**config.mk**
```make
export PLATFORM = sky130hd
export DESIGN_NAME = edu_ctrl_sequencer
export DESIGN_NICKNAME = d
export VERILOG_FILES = /design/src/rtl/edu_ctrl_sequencer.sv
export SDC_FILE = /design/constraint.sdc
export NUM_CORES = 1
export LEC_CHECK = 0
export CELL_PAD_IN_SITES_DETAIL_PLACEMENT = 0
export CELL_PAD_IN_SITES_GLOBAL_PLACEMENT = 2
export CORE_ASPECT_RATIO = 0.75
export CORE_MARGIN = 8
export CORE_UTILIZATION = 25
export DETAILED_ROUTE_END_ITERATION = 8
export PLACE_DENSITY = 0.76
export SLEW_MARGIN = 25
export SYNTH_ARGS = -nofsm -noshare
export SYNTH_HDL_FRONTEND = slang
export SYNTH_SLANG_ARGS = --single-unit
```
**constraint.sdc**
```tcl
create_clock -name i_clk -period 4.85 [get_ports i_clk]
set_input_delay 1.455 -clock i_clk [delete_from_list [all_inputs] [get_ports i_clk]]
set_output_delay 1.455 -clock i_clk [all_outputs]
set_load 0.1 [all_outputs]
```
**src/rtl/edu_ctrl_sequencer.sv**
```systemverilog
// Purpose     : EDULENT control sequencer; decodes the IR and steps the datapath with transfer commands,
//               adds a memory req/ack handshake with timeout, a vectored interrupt, single-step and halt.
// Latency/bp  : one microstep per cycle; read/write states stall until i_mem_ack (or bus error on timeout).
//
// Ports:
//   i_clk, i_rstn        clock, asynchronous active-low reset
//   i_opcode             current IR contents (only the low 8 bits decode; upper bits must be zero)
//   i_mem_ack            memory completed the pending access (1-cycle pulse)
//   i_irq                level interrupt request, taken at instruction boundary or from HALT when IE=1
//   i_step_en, i_step    single-step mode enable / release pulse (only sampled at the instruction boundary)
//   o_transfer_cmd       register-transfer command to the datapath (0 = none)
//   o_mem_req, o_mem_we  memory access pending / access is a write
//   o_inc_pc, o_inc_dec_sp   PC increment, SP increment (01) / decrement (10)
//   o_alu_calculate, o_alu_res_to_ap   ALU evaluate strobe / result goes to AP instead of A
//   o_reset_ir, o_load_vector, o_irq_ack   IR clear at fetch start, PC <- vector, interrupt accepted
//   o_halted, o_bus_err  core halted / sticky memory timeout flag
module edu_ctrl_sequencer #(
  parameter int OPC_W       = 8,
  parameter int MEM_TIMEOUT = 15,
  parameter bit IRQ_EN_RST  = 1'b0
) (
  input  logic             i_clk,
  input  logic             i_rstn,
  input  logic [OPC_W-1:0] i_opcode,
  input  logic             i_mem_ack,
  input  logic             i_irq,
  input  logic             i_step_en,
  input  logic             i_step,
  output logic [3:0]       o_transfer_cmd,
  output logic             o_mem_req,
  output logic             o_mem_we,
  output logic             o_inc_pc,
  output logic [1:0]       o_inc_dec_sp,
  output logic             o_alu_calculate,
  output logic             o_alu_res_to_ap,
  output logic             o_reset_ir,
  output logic             o_load_vector,
  output logic             o_irq_ack,
  output logic             o_halted,
  output logic             o_bus_err
);

  typedef enum logic [4:0] {
    S_RESET, S_BOUNDARY, S_MA_PC, S_RD_PC, S_IR_MD,
    S_MA_PC_OP, S_RD_OP, S_MA_MD, S_RD_DAT, S_MA_AP, S_LD_A,
    S_ALU, S_A_R, S_AP_R, S_MD_A, S_WR_MEM,
    S_PC_MD, S_PC_AP, S_IN_A, S_OUT_A,
    S_DEC_SP, S_MA_SP, S_RD_SP,
    S_IRQ_DEC_SP, S_IRQ_MA_SP, S_IRQ_MD_PC, S_IRQ_STORE, S_IRQ_VEC,
    S_HALT
  } state_t;

  // Instruction classes: which shared microstep path the execute phase follows.
  typedef enum logic [3:0] {
    C_NOP, C_LDI, C_LDD, C_STD, C_ALUI, C_ALU, C_JMP, C_JAP,
    C_LDAP, C_PUSH, C_POP, C_RET, C_IN, C_OUT
  } cls_t;

  localparam int         HI_W     = (OPC_W > 8) ? OPC_W - 8 : 1;
  localparam logic [7:0] TMO_LAST = 8'(MEM_TIMEOUT - 1);

  state_t     state, state_nxt;
  cls_t       cls_q, dec_cls;
  logic       ap_q, dec_ap;
  logic       ie_q;
  logic       bus_err_q;
  logic [7:0] wait_cnt;
  logic [HI_W-1:0] opc_hi;
  logic [7:0] opc8;
  logic       opc_ok;
  logic       dec_halt, dec_set_ie, dec_clr_ie;
  logic       is_wait, tmo;

  generate
    if (OPC_W > 8) begin : g_hi
      assign opc_hi = i_opcode[OPC_W-1:8];
    end else begin : g_nohi
      assign opc_hi = '0;
    end
  endgenerate

  assign opc8   = i_opcode[7:0];
  assign opc_ok = (opc_hi == '0);

  // Opcode decode; anything not listed (or with upper bits set) executes as NOP.
  always_comb begin
    dec_cls    = C_NOP;
    dec_ap     = 1'b0;
    dec_halt   = 1'b0;
    dec_set_ie = 1'b0;
    dec_clr_ie = 1'b0;
    if (opc_ok) begin
      case (opc8)
        8'h02: dec_halt   = 1'b1;
        8'hF8: dec_set_ie = 1'b1;
        8'hF9: dec_clr_ie = 1'b1;
        8'h19: dec_cls    = C_LDI;
        8'h1A: dec_cls    = C_LDD;
        8'h29: dec_cls    = C_STD;
        8'h31: dec_cls    = C_ALUI;
        8'h3B: begin dec_cls = C_ALUI; dec_ap = 1'b1; end
        8'h41: dec_cls    = C_ALU;
        8'h4B: begin dec_cls = C_ALU;  dec_ap = 1'b1; end
        8'h50: dec_cls    = C_IN;
        8'h51: dec_cls    = C_OUT;
        8'h60: dec_cls    = C_JMP;
        8'h61: dec_cls    = C_JAP;
        8'h6A: dec_cls    = C_LDAP;
        8'h70: dec_cls    = C_PUSH;
        8'h71: dec_cls    = C_POP;
        8'h72: dec_cls    = C_RET;
        default: ;
      endcase
    end
  end

  assign is_wait = state inside {S_RD_PC, S_RD_OP, S_RD_DAT, S_RD_SP, S_WR_MEM, S_IRQ_STORE};
  // wait_cnt counts completed wait cycles, so the MEM_TIMEOUT-th cycle is the last chance for ack.
  assign tmo     = is_wait && !i_mem_ack && (wait_cnt == TMO_LAST);

  always_ff @(posedge i_clk or negedge i_rstn) begin
    if (!i_rstn) begin
      state     <= S_RESET;
      cls_q     <= C_NOP;
      ap_q      <= 1'b0;
      ie_q      <= IRQ_EN_RST;
      bus_err_q <= 1'b0;
      wait_cnt  <= '0;
    end else begin
      state <= state_nxt;
      if (state_nxt != state) begin
        wait_cnt <= '0;
      end else if (is_wait) begin
        wait_cnt <= wait_cnt + 8'd1;
      end
      if (state == S_IR_MD) begin
        cls_q <= dec_cls;
        ap_q  <= dec_ap;
        if (dec_set_ie) ie_q <= 1'b1;
        if (dec_clr_ie) ie_q <= 1'b0;
      end
      if (state == S_IRQ_VEC) ie_q <= 1'b0;
      if (tmo) bus_err_q <= 1'b1;
    end
  end

  always_comb begin
    state_nxt = state;
    case (state)
      S_RESET:    state_nxt = S_BOUNDARY;
      S_BOUNDARY: begin
        if (bus_err_q)                state_nxt = S_HALT;
        else if (i_irq && ie_q)       state_nxt = S_IRQ_DEC_SP;
        else if (i_step_en && !i_step) state_nxt = S_BOUNDARY;
        else                          state_nxt = S_MA_PC;
      end
      S_MA_PC:    state_nxt = S_RD_PC;
      S_RD_PC:    if (i_mem_ack) state_nxt = S_IR_MD;
      S_IR_MD: begin
        if (dec_halt) begin
          state_nxt = S_HALT;
        end else begin
          case (dec_cls)
            C_LDI, C_LDD, C_STD, C_ALUI, C_JMP: state_nxt = S_MA_PC_OP;
            C_ALU:          state_nxt = S_ALU;
            C_IN:           state_nxt = S_IN_A;
            C_OUT:          state_nxt = S_OUT_A;
            C_JAP:          state_nxt = S_PC_AP;
            C_LDAP:         state_nxt = S_MA_AP;
            C_PUSH:         state_nxt = S_DEC_SP;
            C_POP, C_RET:   state_nxt = S_MA_SP;
            default:        state_nxt = S_BOUNDARY;
          endcase
        end
      end
      S_MA_PC_OP: state_nxt = S_RD_OP;
      S_RD_OP: begin
        if (i_mem_ack) begin
          case (cls_q)
            C_LDI:        state_nxt = S_LD_A;
            C_LDD, C_STD: state_nxt = S_MA_MD;
            C_ALUI:       state_nxt = S_ALU;
            C_JMP:        state_nxt = S_PC_MD;
            default:      state_nxt = S_BOUNDARY;
          endcase
        end
      end
      S_MA_MD:    state_nxt = (cls_q == C_LDD) ? S_RD_DAT : S_MD_A;
      S_RD_DAT:   if (i_mem_ack) state_nxt = S_LD_A;
      S_MA_AP:    state_nxt = S_RD_DAT;
      S_ALU:      state_nxt = ap_q ? S_AP_R : S_A_R;
      S_MD_A:     state_nxt = S_WR_MEM;
      S_WR_MEM:   if (i_mem_ack) state_nxt = S_BOUNDARY;
      S_DEC_SP:   state_nxt = S_MA_SP;
      S_MA_SP:    state_nxt = (cls_q == C_PUSH) ? S_MD_A : S_RD_SP;
      S_RD_SP:    if (i_mem_ack) state_nxt = (cls_q == C_RET) ? S_PC_MD : S_LD_A;
      S_LD_A, S_A_R, S_AP_R, S_PC_MD, S_PC_AP, S_IN_A, S_OUT_A, S_IRQ_VEC:
                  state_nxt = S_BOUNDARY;
      S_IRQ_DEC_SP: state_nxt = S_IRQ_MA_SP;
      S_IRQ_MA_SP:  state_nxt = S_IRQ_MD_PC;
      S_IRQ_MD_PC:  state_nxt = S_IRQ_STORE;
      S_IRQ_STORE:  if (i_mem_ack) state_nxt = S_IRQ_VEC;
      // A bus error can only be cleared by reset.
      S_HALT:       if (!bus_err_q && i_irq && ie_q) state_nxt = S_IRQ_DEC_SP;
      default:      state_nxt = S_BOUNDARY;
    endcase
    if (tmo) state_nxt = S_HALT;
  end

  // Outputs follow the current state; only the PC/SP side effects of a wait state wait for the ack.
  always_comb begin
    o_transfer_cmd  = 4'h0;
    o_mem_req       = 1'b0;
    o_mem_we        = 1'b0;
    o_inc_pc        = 1'b0;
    o_inc_dec_sp    = 2'b00;
    o_alu_calculate = 1'b0;
    o_alu_res_to_ap = 1'b0;
    o_reset_ir      = 1'b0;
    o_load_vector   = 1'b0;
    o_irq_ack       = 1'b0;
    o_halted        = 1'b0;
    case (state)
      S_MA_PC:     begin o_transfer_cmd = 4'h1; o_reset_ir = 1'b1; end
      S_RD_PC:     begin o_transfer_cmd = 4'h2; o_mem_req = 1'b1; o_inc_pc = i_mem_ack; end
      S_IR_MD:     o_transfer_cmd = 4'h3;
      S_MA_PC_OP:  o_transfer_cmd = 4'h1;
      S_RD_OP:     begin o_transfer_cmd = 4'h2; o_mem_req = 1'b1; o_inc_pc = i_mem_ack; end
      S_MA_MD:     o_transfer_cmd = 4'h4;
      S_RD_DAT:    begin o_transfer_cmd = 4'h2; o_mem_req = 1'b1; end
      S_MA_AP:     o_transfer_cmd = 4'h6;
      S_LD_A:      o_transfer_cmd = 4'h5;
      S_ALU:       begin o_alu_calculate = 1'b1; o_alu_res_to_ap = ap_q; end
      S_A_R:       o_transfer_cmd = 4'hA;
      S_AP_R:      begin o_transfer_cmd = 4'hA; o_alu_res_to_ap = 1'b1; end
      S_MD_A:      o_transfer_cmd = 4'h8;
      S_WR_MEM:    begin o_transfer_cmd = 4'h9; o_mem_req = 1'b1; o_mem_we = 1'b1; end
      S_PC_MD:     o_transfer_cmd = 4'hB;
      S_PC_AP:     o_transfer_cmd = 4'hE;
      S_IN_A:      o_transfer_cmd = 4'hC;
      S_OUT_A:     o_transfer_cmd = 4'hD;
      S_DEC_SP:    o_inc_dec_sp = 2'b10;
      S_MA_SP:     o_transfer_cmd = 4'h7;
      S_RD_SP: begin
        o_transfer_cmd = 4'h2;
        o_mem_req      = 1'b1;
        o_inc_dec_sp   = i_mem_ack ? 2'b01 : 2'b00;
      end
      S_IRQ_DEC_SP: o_inc_dec_sp = 2'b10;
      S_IRQ_MA_SP:  o_transfer_cmd = 4'h7;
      S_IRQ_MD_PC:  o_transfer_cmd = 4'hF;
      S_IRQ_STORE:  begin o_transfer_cmd = 4'h9; o_mem_req = 1'b1; o_mem_we = 1'b1; end
      S_IRQ_VEC:    begin o_load_vector = 1'b1; o_irq_ack = 1'b1; end
      S_HALT:       o_halted = 1'b1;
      default: ;
    endcase
  end

  assign o_bus_err = bus_err_q;

endmodule
```
==> impl_results.md, run 1 <==
* Layout net count at 378
* Area of the multi-input gates at 1888 um2
* Seq/Total Area, Yosys at 19.56%
* Slew HR at 33.82%
* Worst setup EP type: output port
* Layout area overhead at 17.60%
* Unrepaired setup endpoints after global routing: no
* Crit-path leading delay family: buffers and inverters
* Tot GR Track Use at 11.72%
* Cell Chain, Critical Path: clkdlybuf4s50_1, inv_1, nor4_2, buf_12
* Final worst path period need at 4.192 ns
* Final TNS setup at 0 ns
* Post-cts repair resize count at 0
* Max_cap viols at 0
* Wire length per cell at 16.86 um
* Max incr delay on CP at 0.48 ns
* CTS tree: built
* Remaining DRCs at 0
* Tightest Pin Transition at 0.9895 ns
* Reg-to-reg critical path startpoint: state[4]$_DFF_PN0_
* Diode count at 0
* Hold WC Path Type: reg2reg
* Die area at 13,760 um2
* Vias in the first global route at 2,601
* Hold Buf Count CTS at 0
* Fmax achieved at 238.5 MHz
* Num CTS Buffers at 3
* Hpwl dp at 6.249 mm
* Post-CTS setup buffers at 0
* CORE AREA at 10,130 um2
* Via density at 5.460
* WP buf/inv at 3
* Iteration-0 DRC count of the detailed router at 178
* Crit path to: o_inc_pc
* WHS at 0.5435 ns
* Fraction of registers with async set or reset after synthesis at 100.0%
* Syn Nets at 366
* Slew Limit Fails at 0
* # setup viols final at 0
* Detailed Route WL at 8.362 mm
* Hold depth at 2
* CTS Root Buffer Type: clkbuf_16
* Mapped Area at 2559 um2
* LEAKAGE at 0.001121 uW
* YS warnings at 0
* Largest net degree at the start of global routing at 35
* Vias at 2,708
* First-pass GRT wire length at 13.70 mm
* Kind of critical path: in2out
* Syn Inst Count at 350
* Synth Flop Type: dfrtp_1
* Tcrit/Tclk final at 86.43%
* Initial core utilization at 25.26%
* Crit path max fanout at 7
* Critical path depth at 4
* Flops & latches, synth at 20
* # port buffers at 29
* Detailed Routing Iterations Pass 1 at 6
* Clk buf depth at 2
* Crit. Startpoint: i_mem_ack
* Crit start category: primary input
* Row cnt at 32
* Clk Latency, worst-skew pair at 0.25 ns
* FF-to-FF path depth at 8
* Die height at 103.6 um
* Count of cell types in the netlist at 72
* Filler cells at 1,085
* Avg Inst Size Synth at 7.311 um2
* Power per Cell Area at 604.1 nW/um2
* Flop-to-flop setup slack at 1.46 ns
* Critical Path RT at 3.39 ns
* Status: complete, no violations
* Max IR drop VDD at 313.0 uV
* FF-to-FF End: wait_cnt[6]$_DFFE_PN0P_
* H-tree depth at 1
* Final Hold Vio Count at 0
* Clock skew at 0.001711 ns
* Reg clk slew, reported paths at 0.05 ns
* Storage element area at 500.5 um2
* Initial antenna violation count at 0
* Top Ports at 30
* Slowest-stage cell, CP: clkdlybuf4s50_1
* Post-synth EDFFs at 0
* Detail Route Antenna Nets at 0
* GRT Residual Overflow at 0
* Die Wd at 132.8 um
* Layout cell share with drive strength beyond 1 at 13.89%
* Data arrival, critical path at 2.74 ns
* GP Congestion at 0.8597
* Clock Sinks at 20
through the flow:
stage / util (%) / total power [uW] / cells / worst slack (ns) / area (um2)
2_1_floorplan: - / 1327 / 350 / 0.1179 / 2576
3_3_place_gp: 28.96 / 1643 / 493 / 0.6009 / 2934
3_5_place_dp: 28.96 / 1645 / 493 / 0.4184 / 2934
4_1_cts: 29.71 / 1818 / 496 / 0.6429 / 3009
5_1_grt: 29.71 / 1961 / 496 / 0.4324 / 3009
6_report: 29.71 / 1818 / 496 / 0.6580 / 3009
synthesized netlist by cell type, types with 6 or more instances:
library cell  number  area share (%)
o21ai_0           32             6.3
nor2_1            31             4.5
nand2_1           30             4.4
dfrtp_1           20              20
a21oi_1           14             2.7
buf_2             14             2.7
nor4_1            14             3.4
nand3_1           13             2.5
nand2b_1          11             2.7
nor2b_1           11             2.7
inv_1             10             1.5
nand4_1           10             2.4
clkbuf_1           9             1.3
nor3_1             9             1.8
xnor2_1            8             2.7
nand3b_1           7             2.1
nor3b_1            7             2.1
xor2_1             7             2.4
and3_1             6             1.5
how the worst min path moves through the flow:
stage                     slack (ns)              from               end
after floorplan                 0.47  ap_q$_DFFE_PN0P_  ap_q$_DFFE_PN0P_
after global placement          0.53  ie_q$_DFFE_PN0P_  ie_q$_DFFE_PN0P_
after detailed placement        0.54  ie_q$_DFFE_PN0P_  ie_q$_DFFE_PN0P_
after CTS                       0.55  ie_q$_DFFE_PN0P_  ie_q$_DFFE_PN0P_
after global routing            0.60  ap_q$_DFFE_PN0P_  ap_q$_DFFE_PN0P_
final                           0.54  ie_q$_DFFE_PN0P_  ie_q$_DFFE_PN0P_
metal layers:
layer,wire length (um),global-route usage (%)
met1,4093,16.79
met2,3729,17.81
met3,383,1.641
met4,155,3.153
met5,0,0
worst register-to-register path, delay by kind of cell, from the launching register on:
family,cells,cell delay [ns]
AND/OR/NAND/NOR,6,2.03
AO/OA/AOI/OAI,1,0.23
multiplexers,1,0.30
flip-flops,1,0.73
final cells by class:
cell class	instances	share of cell area, %
clock buffer	3	2.495
inverter	10	1.247
multi-input combinational	290	62.74
sequential	20	16.63
tap	136	5.655
timing repair buffer	37	11.23
registers in the layout (all words and copies together), names as in the netlist:
register	count
ap_q	1
ie_q	1
wait_cnt	8
o_bus_err	1
state	5
cls_q	4
power breakdown:
| group | switching [uW] | internal, uW |
|---|---|---|
| sequential | 102 | 211 |
| clock | 56.4 | 109 |
| combinational | 912 | 428 |
layout by cell type (no fill, tap or decap), types with 8 or more instances in the layout:
cell type and count:
inv_1 10, buf_4 21, xnor2_1 8, nand4_1 10
nor4_1 12, clkdlybuf4s50_1 14, o21ai_0 31, nand2_1 30
a21oi_1 14, nand3_1 13, dfrtp_1 20, nor3_1 8
nor2b_1 11, nand2b_1 11, nor2_1 31
kinds of logic (layout without fill, tap and decap cells):
family,Yosys count,in the layout,synth area share [%]
AND/OR/NAND/NOR,183,183,42.69
AO/OA/AOI/OAI,88,88,23.52
buffers and inverters,40,50,7.335
flip-flops,20,20,19.56
XOR/XNOR,15,15,5.135
adder cells (fa/ha/maj),2,2,0.9778
multiplexers,2,2,0.7824
Power figures use the tool's default switching activity.
==> inputs of run 2 (changes only) <==
- SKIP_CTS_REPAIR_TIMING: unset -> 1
==> results of run 2 <==
No change in the layout: final DEF, timing and power equal those of run 1.
